<file path="config.mk">
export PLATFORM = sky130hd
export DESIGN_NAME = alu_issue_flat
export DESIGN_NICKNAME = d
export VERILOG_FILES = /design/src/rtl/alu_issue_if.sv /design/src/rtl/alu_issue.sv /design/src/flat_wrapper.sv
export SDC_FILE = /design/constraint.sdc
export NUM_CORES = 1
export LEC_CHECK = 0
export ABC_AREA = 1
export CAP_MARGIN = 20
export CORE_AREA = 3 3 233 235
export DETAILED_ROUTE_END_ITERATION = 6
export DIE_AREA = 0 0 236 238
export PLACE_DENSITY_LB_ADDON = 0.3
export SYNTH_ARGS = -nofsm -noshare
export SYNTH_HDL_FRONTEND = slang
export SYNTH_SLANG_ARGS = --single-unit
</file>
<file path="constraint.sdc">
create_clock -name i_clk -period 1.8 [get_ports i_clk]
set_input_delay 0.36 -clock i_clk [delete_from_list [all_inputs] [get_ports i_clk]]
set_output_delay 0.36 -clock i_clk [all_outputs]
set_load 0.05 [all_outputs]
</file>
<file path="src/rtl/alu_issue_if.sv">
// Bundle of the upstream op, the external ALU hookup and the registered downstream
// stage of the execute-stage issue block.
interface alu_issue_if #(
    parameter int XLEN  = 64,
    parameter int CNT_W = 32
);
    logic             req_valid;
    logic             req_ready;
    logic [31:0]      instr;
    logic [XLEN-1:0]  pc;
    logic [XLEN-1:0]  rs1;
    logic [XLEN-1:0]  rs2;
    logic [XLEN-1:0]  imm;
    logic [3:0]       alu_control;
    logic [XLEN-1:0]  alu_a;
    logic [XLEN-1:0]  alu_b;
    logic [XLEN-1:0]  alu_result;
    logic             alu_zero;
    logic             rsp_valid;
    logic             rsp_ready;
    logic [XLEN-1:0]  result;
    logic             zero;
    logic             br_taken;
    logic [4:0]       rd;
    logic             illegal;
    logic [CNT_W-1:0] count;

    modport slave (
        input  req_valid, instr, pc, rs1, rs2, imm, alu_result, alu_zero, rsp_ready,
        output req_ready, alu_control, alu_a, alu_b, rsp_valid, result, zero, br_taken,
               rd, illegal, count
    );

    modport master (
        output req_valid, instr, pc, rs1, rs2, imm, alu_result, alu_zero, rsp_ready,
        input  req_ready, alu_control, alu_a, alu_b, rsp_valid, result, zero, br_taken,
               rd, illegal, count
    );
endinterface

</file>
<file path="src/rtl/alu_issue.sv">
// RV64I execute-stage front end: decodes the ALU control code, steers operands to an
// external combinational ALU, and registers its result into a 1-deep valid/ready stage.
module alu_issue #(
    parameter int XLEN  = 64,
    parameter int CNT_W = 32
) (
    input  logic        i_clk,
    input  logic        i_rst,
    alu_issue_if.slave  bus
);
    localparam logic [6:0] OPC_OP     = 7'b0110011;
    localparam logic [6:0] OPC_OPIMM  = 7'b0010011;
    localparam logic [6:0] OPC_LOAD   = 7'b0000011;
    localparam logic [6:0] OPC_STORE  = 7'b0100011;
    localparam logic [6:0] OPC_BRANCH = 7'b1100011;
    localparam logic [6:0] OPC_LUI    = 7'b0110111;
    localparam logic [6:0] OPC_AUIPC  = 7'b0010111;

    localparam logic [3:0] CTRL_ADD  = 4'b0000;
    localparam logic [3:0] CTRL_SUB  = 4'b0001;
    localparam logic [3:0] CTRL_SLT  = 4'b0100;
    localparam logic [3:0] CTRL_SLTU = 4'b0110;

    logic [6:0]      opcode_s;
    logic [2:0]      funct3_s;
    logic [6:0]      funct7_s;
    logic [4:0]      rd_field_s;
    logic [3:0]      ctrl_s;
    logic [XLEN-1:0] a_s;
    logic [XLEN-1:0] b_s;
    logic            illegal_s;
    logic            br_taken_s;
    logic [4:0]      rd_s;
    logic            ready_s;
    logic            accept_s;

    logic             valid_r;
    logic [XLEN-1:0]  result_r;
    logic             zero_r;
    logic             br_taken_r;
    logic [4:0]       rd_r;
    logic             illegal_r;
    logic [CNT_W-1:0] count_r;

    assign opcode_s   = bus.instr[6:0];
    assign funct3_s   = bus.instr[14:12];
    assign funct7_s   = bus.instr[31:25];
    assign rd_field_s = bus.instr[11:7];

    // Decode: control code, operand steering, destination and branch outcome
    always_comb begin
        ctrl_s     = CTRL_ADD;
        a_s        = '0;
        b_s        = '0;
        illegal_s  = 1'b1;
        br_taken_s = 1'b0;
        rd_s       = 5'd0;
        case (opcode_s)
            OPC_OP: begin
                ctrl_s = {funct3_s, bus.instr[30]};
                a_s    = bus.rs1;
                b_s    = bus.rs2;
                rd_s   = rd_field_s;
                if (funct7_s == 7'b0000000) begin
                    illegal_s = 1'b0;
                end else if ((funct7_s == 7'b0100000) &&
                             ((funct3_s == 3'b000) || (funct3_s == 3'b101))) begin
                    illegal_s = 1'b0;
                end else begin
                    illegal_s = 1'b1;
                end
            end
            OPC_OPIMM: begin
                // Only the shift-right pair uses instr[30]; for ADDI it is just immediate bits
                ctrl_s    = {funct3_s, (funct3_s == 3'b101) ? bus.instr[30] : 1'b0};
                a_s       = bus.rs1;
                b_s       = bus.imm;
                rd_s      = rd_field_s;
                illegal_s = 1'b0;
            end
            OPC_LOAD: begin
                a_s       = bus.rs1;
                b_s       = bus.imm;
                rd_s      = rd_field_s;
                illegal_s = 1'b0;
            end
            OPC_STORE: begin
                a_s       = bus.rs1;
                b_s       = bus.imm;
                illegal_s = 1'b0;
            end
            OPC_BRANCH: begin
                a_s       = bus.rs1;
                b_s       = bus.rs2;
                illegal_s = 1'b0;
                case (funct3_s)
                    3'b000: begin ctrl_s = CTRL_SUB;  br_taken_s = bus.alu_zero;       end
                    3'b001: begin ctrl_s = CTRL_SUB;  br_taken_s = !bus.alu_zero;      end
                    3'b100: begin ctrl_s = CTRL_SLT;  br_taken_s = bus.alu_result[0];  end
                    3'b101: begin ctrl_s = CTRL_SLT;  br_taken_s = !bus.alu_result[0]; end
                    3'b110: begin ctrl_s = CTRL_SLTU; br_taken_s = bus.alu_result[0];  end
                    3'b111: begin ctrl_s = CTRL_SLTU; br_taken_s = !bus.alu_result[0]; end
                    default: begin
                        ctrl_s     = CTRL_ADD;
                        br_taken_s = 1'b0;
                        illegal_s  = 1'b1;
                    end
                endcase
            end
            OPC_LUI: begin
                b_s       = bus.imm;
                rd_s      = rd_field_s;
                illegal_s = 1'b0;
            end
            OPC_AUIPC: begin
                a_s       = bus.pc;
                b_s       = bus.imm;
                rd_s      = rd_field_s;
                illegal_s = 1'b0;
            end
            default: begin
                ctrl_s    = CTRL_ADD;
                illegal_s = 1'b1;
            end
        endcase
    end

    assign bus.alu_control = ctrl_s;
    assign bus.alu_a       = a_s;
    assign bus.alu_b       = b_s;

    assign ready_s  = !valid_r || bus.rsp_ready;
    assign accept_s = bus.req_valid && ready_s;

    // Output stage: capture on accept, drain on downstream ready, hold otherwise
    always_ff @(posedge i_clk) begin
        if (i_rst) begin
            valid_r    <= 1'b0;
            result_r   <= '0;
            zero_r     <= 1'b0;
            br_taken_r <= 1'b0;
            rd_r       <= 5'd0;
            illegal_r  <= 1'b0;
            count_r    <= '0;
        end else if (accept_s) begin
            valid_r    <= 1'b1;
            result_r   <= bus.alu_result;
            zero_r     <= bus.alu_zero;
            br_taken_r <= br_taken_s;
            rd_r       <= rd_s;
            illegal_r  <= illegal_s;
            count_r    <= count_r + CNT_W'(1);
        end else if (bus.rsp_ready) begin
            valid_r    <= 1'b0;
        end else begin
            valid_r    <= valid_r;
        end
    end

    assign bus.req_ready = ready_s;
    assign bus.rsp_valid = valid_r;
    assign bus.result    = result_r;
    assign bus.zero      = zero_r;
    assign bus.br_taken  = br_taken_r;
    assign bus.rd        = rd_r;
    assign bus.illegal   = illegal_r;
    assign bus.count     = count_r;
endmodule

</file>
<file path="src/flat_wrapper.sv">
// flat-port wrapper written by rule: the top's interface ports become plain ports
module alu_issue_flat 
#(
    parameter int XLEN  = 64,
    parameter int CNT_W = 32
)
  (i_clk, i_rst, bus_req_valid, bus_instr, bus_pc, bus_rs1, bus_rs2, bus_imm, bus_alu_result, bus_alu_zero, bus_rsp_ready, bus_req_ready, bus_alu_control, bus_alu_a, bus_alu_b, bus_rsp_valid, bus_result, bus_zero, bus_br_taken, bus_rd, bus_illegal, bus_count);
  alu_issue_if #(.XLEN(XLEN), .CNT_W(CNT_W)) bus_i ();
  input  logic i_clk;
  input  logic i_rst;
  input wire logic [$bits(bus_i.req_valid)-1:0] bus_req_valid;
  input wire logic [$bits(bus_i.instr)-1:0] bus_instr;
  input wire logic [$bits(bus_i.pc)-1:0] bus_pc;
  input wire logic [$bits(bus_i.rs1)-1:0] bus_rs1;
  input wire logic [$bits(bus_i.rs2)-1:0] bus_rs2;
  input wire logic [$bits(bus_i.imm)-1:0] bus_imm;
  input wire logic [$bits(bus_i.alu_result)-1:0] bus_alu_result;
  input wire logic [$bits(bus_i.alu_zero)-1:0] bus_alu_zero;
  input wire logic [$bits(bus_i.rsp_ready)-1:0] bus_rsp_ready;
  output wire logic [$bits(bus_i.req_ready)-1:0] bus_req_ready;
  output wire logic [$bits(bus_i.alu_control)-1:0] bus_alu_control;
  output wire logic [$bits(bus_i.alu_a)-1:0] bus_alu_a;
  output wire logic [$bits(bus_i.alu_b)-1:0] bus_alu_b;
  output wire logic [$bits(bus_i.rsp_valid)-1:0] bus_rsp_valid;
  output wire logic [$bits(bus_i.result)-1:0] bus_result;
  output wire logic [$bits(bus_i.zero)-1:0] bus_zero;
  output wire logic [$bits(bus_i.br_taken)-1:0] bus_br_taken;
  output wire logic [$bits(bus_i.rd)-1:0] bus_rd;
  output wire logic [$bits(bus_i.illegal)-1:0] bus_illegal;
  output wire logic [$bits(bus_i.count)-1:0] bus_count;
  assign bus_i.req_valid = bus_req_valid;
  assign bus_i.instr = bus_instr;
  assign bus_i.pc = bus_pc;
  assign bus_i.rs1 = bus_rs1;
  assign bus_i.rs2 = bus_rs2;
  assign bus_i.imm = bus_imm;
  assign bus_i.alu_result = bus_alu_result;
  assign bus_i.alu_zero = bus_alu_zero;
  assign bus_i.rsp_ready = bus_rsp_ready;
  assign bus_req_ready = bus_i.req_ready;
  assign bus_alu_control = bus_i.alu_control;
  assign bus_alu_a = bus_i.alu_a;
  assign bus_alu_b = bus_i.alu_b;
  assign bus_rsp_valid = bus_i.rsp_valid;
  assign bus_result = bus_i.result;
  assign bus_zero = bus_i.zero;
  assign bus_br_taken = bus_i.br_taken;
  assign bus_rd = bus_i.rd;
  assign bus_illegal = bus_i.illegal;
  assign bus_count = bus_i.count;
  alu_issue #(.XLEN(XLEN), .CNT_W(CNT_W)) u_core (.i_clk(i_clk), .i_rst(i_rst), .bus(bus_i));
endmodule
</file>
==> flow_summary.yaml, run 1 <==
synth:
  synth-main-ff-cell: "dfxtp_1"
  syn_avg_cell_area_um2: 5.83
  synth_top_family_by_area: "simple AND/OR/NAND/NOR gates"
  yosys-top-cells-count: "236 x nand2_1, 211 x nor2_1, 203 x o21ai_0"
  ys_seq_area_share_pct: 33.0
  synth-simple-area-share_pct: 36.5
  yosys.cell_types.count: 29
  synth_nets: 1451
  synth_fa_ha_area_share_pct: 0.196
  yosysMostFrequentCell: "nand2_1"
  synthTopCellsByArea: "dfxtp_1 33%, o21ai_0 16%, nand2_1 14%"
  synth_xor_area_share_pct: 0.275
  synth_compound_area_share_pct: 18.6
  synthesis.area_um2: 6370
  postSynthCellCount: 1093
  yosysTopAreaCellShare_pct: 33.0
  synth_top_area_cell: "dfxtp_1"
  ys_ff_latch: 105
  muxShareOfSynthArea_pct: 0
  yosysWarnings: 0
  synth_edf_count: 0
  synth-async-reset-ratio_pct: 0
layout:
  layout.nets: 2125
  utilization_pct: 35.0
  synthToLayoutAreaGrowth_pct: 188
  drive_gt1_share_pct: 38.5
global_routing:
  grt_pass1_vias: 10000
  grt_pass1_wl_mm: 68.3
  antenna_found_initial: 9
  grt_max_degree: 78
  grt_overflow: 0
  track_usage_pct: 16.2
clocking:
  cts_hold_buf: 0
  numCtsBuffers: 9
  clk_latency_ns: 0.38
  ctsRootBufferMaster: "clkbuf_16"
  clock_path_buffers: 2
  path_clk_slew_ns: 0.09
  cts_tree: "yes"
  cts_sinks: 105
  h-tree-depth: 3
sta:
  drv_slew: 0
  rsz0062_at_grt: "true"
  fin_crit_sh_pct: 126
  layout_setup_ws_ns: -0.469
  timing.fmax_ghz: 0.441
  hold_violations: 0
  period_needed_ns: 2.27
  tightest_slew_ns: 0.531
  fin_skew_ns: 0.0107
  max-slew-margin-rel_pct: 64.5
  setup_violations: 131
worst_setup_path:
  worst_path_max_delay_cell: "o21ai_2"
  crit_required_ns: 1.44
  critical-path-max-stage-delay_ns: 0.25
  cp.arrival_ns: 1.91
  crit_fanout: 7
  crit_cells: 12
  cp_num_buf_inv: 7
  worstPathCellList: "buf_8 > nand2_8 > nor3_4 > buf_4 > buf_6 > and3_4 > buf_12 > buf_12 > buf_16 > o21ai_2 > nand2_4 > buf_12"
  crit_family: "buffers and inverters"
  startpoint_type: "primary input"
  critPathMostFrequentCell: "buf_12"
  critPathKind: "primary input to primary output"
  crit_path_end_kind: "primary output"
  r2r_cells: 9
die:
  die_h_um: 238
  core_area_um2: 52400
  start_util_pct: 12.1
  ios: 595
  dieArea_um2: 56200
  row_count: 84
  die_w_um: 236
detailed_routing:
  routed_wl_mm: 48.1
  drc: 0
  firstDrtPassIters: 4
  top_layer: "met5"
  num_vias: 9966
  met2_length_mm: 25.0
  routed_via_density: 4.04
  wl_per_cell_um: 19.5
  drt_iter0_drc: 394
  routed-wl-met3_mm: 2.84
  ant_nets: 0
  wl_met1_mm: 19.0
placement:
  io_buffers: 584
  place_ws_ns: -0.959
  place.gp.congestion: 0.861
  dpl.hpwl_mm: 36.8
power_and_ir_drop:
  p_per_area_nw_per_um2: 415
  leakagePower_nw: 7.52
  max-vdd-ir-drop_v: 0.000532
outcome:
  violations: "setup timing"
  status: "finished with violations"
flow_run:
  max-cap-violations: 0
hold_path:
  min_path_cells: 2
  hold_class: "flop to flop"
layout by cell type, fill, tap and decap left out, types with 2 or more instances in the layout:
cell,count
buf_6,31
nand3b_1,2
clkbuf_16,13
buf_4,162
a21oi_1,17
clkdlybuf4s50_1,339
nand4_1,11
nand2_1,122
o21ai_0,78
nor3_4,2
xor2_1,2
diode_2,8
nor2_2,4
inv_2,2
o21ai_4,107
nand3_1,84
nand3_2,6
dfxtp_1,102
buf_8,4
o21ai_2,21
inv_6,2
nand2_4,43
inv_1,115
nor2_1,205
nand3_4,4
buf_16,24
o21ai_1,2
buf_12,165
nor2_4,3
nor3_1,6
dfxtp_2,3
nand2_2,71
o21bai_1,2
inv_8,3
worst paths after layout:
| path | from | end | slack, ns |
|---|---|---|---|
| max | bus_instr[0] | bus_alu_b[62] | -0.47 |
| min | u_core.bus.br_taken$_SDFFE_PP0P_ | u_core.bus.br_taken$_SDFFE_PP0P_ | 0.48 |
| max reg2reg | u_core.bus.count[0]$_SDFFE_PP0P_ | u_core.bus.count[30]$_SDFFE_PP0P_ | 0.19 |
| min reg2reg | u_core.bus.br_taken$_SDFFE_PP0P_ | u_core.bus.br_taken$_SDFFE_PP0P_ | 0.48 |
sequential cells by signal (all words and copies together), names as in the netlist:
name and cells:
u_core.bus.br_taken 1, u_core.bus.rsp_valid 1, u_core.bus.rd 5, u_core.bus.zero 1
u_core.bus.count 32, u_core.bus.illegal 1, u_core.bus.result 64
logic make-up (layout without fill, tap and decap cells):
family          Yosys count  after routing
compound gates          232            232
other cells               0              8
simple gates            567            567
fa+ha+maj                 1              1
flops                   105            105
buf+inv                 186            865
xor+xnor                  2              2
stage by stage:
step                area [µm²]  cells  total power [mW]  hold slack [ns]  TNS [ns]
global placement         15700   2381              5.20            0.453   -108.07
global route             18400   2468              7.97            0.516    -51.03
floorplan                 7310   1093              3.67            0.503    -13.96
detailed placement       15700   2381              5.22            0.464   -112.62
finish                   18400   2468              7.63            0.477    -44.83
CTS                      17800   2457              7.74            0.477    -39.53
area by class of cell:
class                           instances  area (µm²)
Fill cell                            5238       34100
Antenna cell                            8        20.0
Timing Repair Buffer                  731        9120
Clock buffer                            9         225
Inverter                              118         450
Multi-Input combinational cell        802        5500
Clock inverter                          7        93.8
Tap cell                              688         861
Sequential cell                       105        2110
routing by layer:
layer,up-vias,global-route usage (%)
met5,-,0
met4,2,5.73
li1,4857,-
met1,4688,18.5
met3,48,3.77
met2,371,29.6
worst reg2reg max path: stages, from the launching register on:
cell,delay [ns]
dfxtp_2,0.38
ha_1,0.21
inv_1,0.07
nor2_2,0.17
nand3_1,0.19
nor2_1,0.25
nand3_1,0.10
nand2_1,0.07
inv_1,0.03
nor2_1,0.09
report_power, final:
group / internal, mW / switching, mW / leakage (nW)
Sequential: 2.45 / 0.0766 / 0.865
Clock: 1.12 / 1.09 / 0.153
Combinational: 1.40 / 1.49 / 6.50
Total: 4.97 / 2.66 / 7.52
timing repair:
item                       CTS  global route
pin swaps                   46            57
resized for setup          293            92
gates cloned                23             4
setup endpoints to repair  133           140
setup buffers               39             2
Power figures use the tool's default switching activity.
==> inputs of run 2 (changes only) <==
- CORE_AREA: 3 3 233 235 -> 3 3 228 230
- CTS_BUF_LIST: not set -> sky130_fd_sc_hd__clkbuf_4 sky130_fd_sc_hd__clkbuf_8 sky130_fd_sc_hd__clkbuf_16
- DIE_AREA: 0 0 236 238 -> 0 0 231 233
- REMOVE_ABC_BUFFERS: not set -> 1
- clock period: 1.8 -> 2.6 ns (I/O delays scaled with it)
==> flow_summary.yaml, run 2 (same netlist as run 1, synthesis figures left out) <==
sta:
  tightest_slew_ns: 0.648
  max-slew-margin-rel_pct: 56.7
  period_needed_ns: 2.57
  setup_violations: 0
  fin_skew_ns: 0.0194
  timing.fmax_ghz: 0.389
  hold_violations: 0
  fin_crit_sh_pct: 98.9
  layout_setup_ws_ns: 0.0275
  rsz0062_at_grt: "true"
  drv_slew: 0
  setup_tns_ns: 0
power_and_ir_drop:
  p_clk_share_pct: 28.6
  leakagePower_nw: 6.68
  swShare_pct: 34.0
  power.internal_mw: 3.29
  p_per_area_nw_per_um2: 311
  p_sw_mw: 1.69
  pwr-share-comb_pct: 36.4
  seq_power_share_pct: 35.0
  max-vdd-ir-drop_v: 0.000307
global_routing:
  track_usage_pct: 15.8
  grt_pass1_vias: 9643
  grt_overflow: 0
  grt_pass1_wl_mm: 62.9
  antenna_found_initial: 17
  grt_max_degree: 62
layout:
  regArea_um2: 2100
  synthToLayoutAreaGrowth_pct: 151
  n_fill_cell: 5372
  drive_gt1_share_pct: 18.7
  multiInputGateArea_um2: 3660
  layout.nets: 2119
  final_cell_mix: "439 x clkdlybuf4s50_1, 229 x nand2_1, 209 x nor2_1"
  mostFrequentLayoutCell: "clkdlybuf4s50_1"
  largest_reg_flops: 64
worst_setup_path:
  timing.rr.start: "u_core.bus.count[1]$_SDFFE_PP0P_"
  crit_fanout: 29
  critPathMostFrequentCell: "buf_12"
  startpoint_type: "primary input"
  critPathKind: "primary input to primary output"
  startpoint: "bus_instr[6]"
  worst_path_max_delay_cell: "o21ai_0"
  critical-path-max-stage-delay_ns: 0.33
  cp.arrival_ns: 2.05
  crit_path_end_kind: "primary output"
  crit_required_ns: 2.08
  worstPathCellList: "clkdlybuf4s15_1 > buf_6 > buf_4 > and3_4 > buf_12 > o21ai_0 > nand2_1 > buf_12"
die:
  dieArea_um2: 53800
  row_count: 82
  die_w_um: 231
  die_h_um: 233
  core_area_um2: 50100
  start_util_pct: 12.7
  ios: 595
flow_run:
  max-cap-violations: 0
detailed_routing:
  drc: 0
  drt_iter0_drc: 425
  firstDrtPassIters: 6
  wl_per_cell_um: 18.4
  num_vias: 9773
  routed_via_density: 4.00
  routed_wl_mm: 45.1
  ant_nets: 0
hold_path:
  hold_start: "u_core.bus.result[4]$_SDFFE_PP0P_"
  hold_class: "flop to flop"
clocking:
  h-tree-depth: 3
  cts_sinks: 105
  clk_latency_ns: 0.37
  clock_path_buffers: 2
  numCtsBuffers: 9
  ctsRootBufferMaster: "clkbuf_16"
  cts_tree: "yes"
  path_clk_slew_ns: 0.07
placement:
  place_ws_ns: -0.586
  dpl.hpwl_mm: 36.3
  io_buffers: 584
  place.gp.congestion: 0.898
outcome:
  status: "finished, final reports clean"
run 2: cell count changes in the layout (fill, tap and decap cells not counted), sizes merged:
cell,before,now
clkinv,1,4
clkdlybuf4s15,0,1
dlygate4sd2,0,2
bufbuf,1,2
clkbuf,13,16
clkdlybuf4s50,339,439
bufinv,1,0
diode,8,6
buf,387,274
inv,122,121
clkinvlp,1,0
run 2: layout make-up:
class | instances | share of cell area (%)
repair buffers | 725 | 54.0
flip-flops and latches | 105 | 13.1
multi-input cells | 802 | 22.9
diodes | 6 | 0.0939
clock buffers | 9 | 1.41
inverters | 118 | 2.77
well taps | 672 | 5.26
clock inverters | 7 | 0.454
run 2: power groups by stage:
| stage | sequential [mW] | clock (mW) | combinational (mW) |
|---|---|---|---|
| 6_report | 1.74 | 1.42 | 1.81 |
| 5_1_grt | 1.75 | 1.55 | 1.91 |
| 4_1_cts | 1.74 | 1.49 | 1.81 |
| 3_5_place_dp | 1.78 | 0 | 1.76 |
| 3_3_place_gp | 1.78 | 0 | 1.75 |
| 2_1_floorplan | 2.08 | 0 | 0.379 |
run 2: worst paths after layout:
| path | depth (start not counted) | slack (ns) | to |
|---|---|---|---|
| max | 8 | 0.03 | bus_alu_b[34] |
| min | 2 | 0.48 | u_core.bus.result[4]$_SDFFE_PP0P_ |
| max reg2reg | 8 | 0.72 | u_core.bus.count[24]$_SDFFE_PP0P_ |
| min reg2reg | 2 | 0.48 | u_core.bus.result[4]$_SDFFE_PP0P_ |
run 2: critical path, delay by kind of cell:
kind	cells	cell delay, ns
and+or+nand+nor	2	0.36
buffers and inverters	5	0.82
AOI/OAI and AO/OA	1	0.33
run 2: metrics by stage:
stage / std cells / cell area, µm² / power [mW] / util [%] / hold WS [ns]
5_1_grt: 2443 / 16000 / 5.22 / 31.9 / 0.509
2_1_floorplan: 1025 / 6080 / 2.46 / - / 0.589
6_report: 2444 / 16000 / 4.98 / 31.9 / 0.483
3_3_place_gp: 2395 / 15100 / 3.53 / 30.2 / 0.460
3_5_place_dp: 2395 / 15100 / 3.55 / 30.2 / 0.471
4_1_cts: 2428 / 15800 / 5.04 / 31.5 / 0.486
run 2: routing by layer:
layer / vias up / wire, µm / GRT usage [%]
met5: - / 88 / 0
met4: 14 / 563 / 4.01
met3: 46 / 4220 / 5.71
met2: 433 / 22000 / 27.3
met1: 4444 / 18200 / 18.6
li1: 4836 / - / -
run 2: what timing repair did:
action	4_1_cts	5_1_grt
gates resized for setup	43	48
setup endpoints to repair	131	119
hold buffers	0	0
pin swaps	9	3
setup buffers	9	6
cloned	8	4
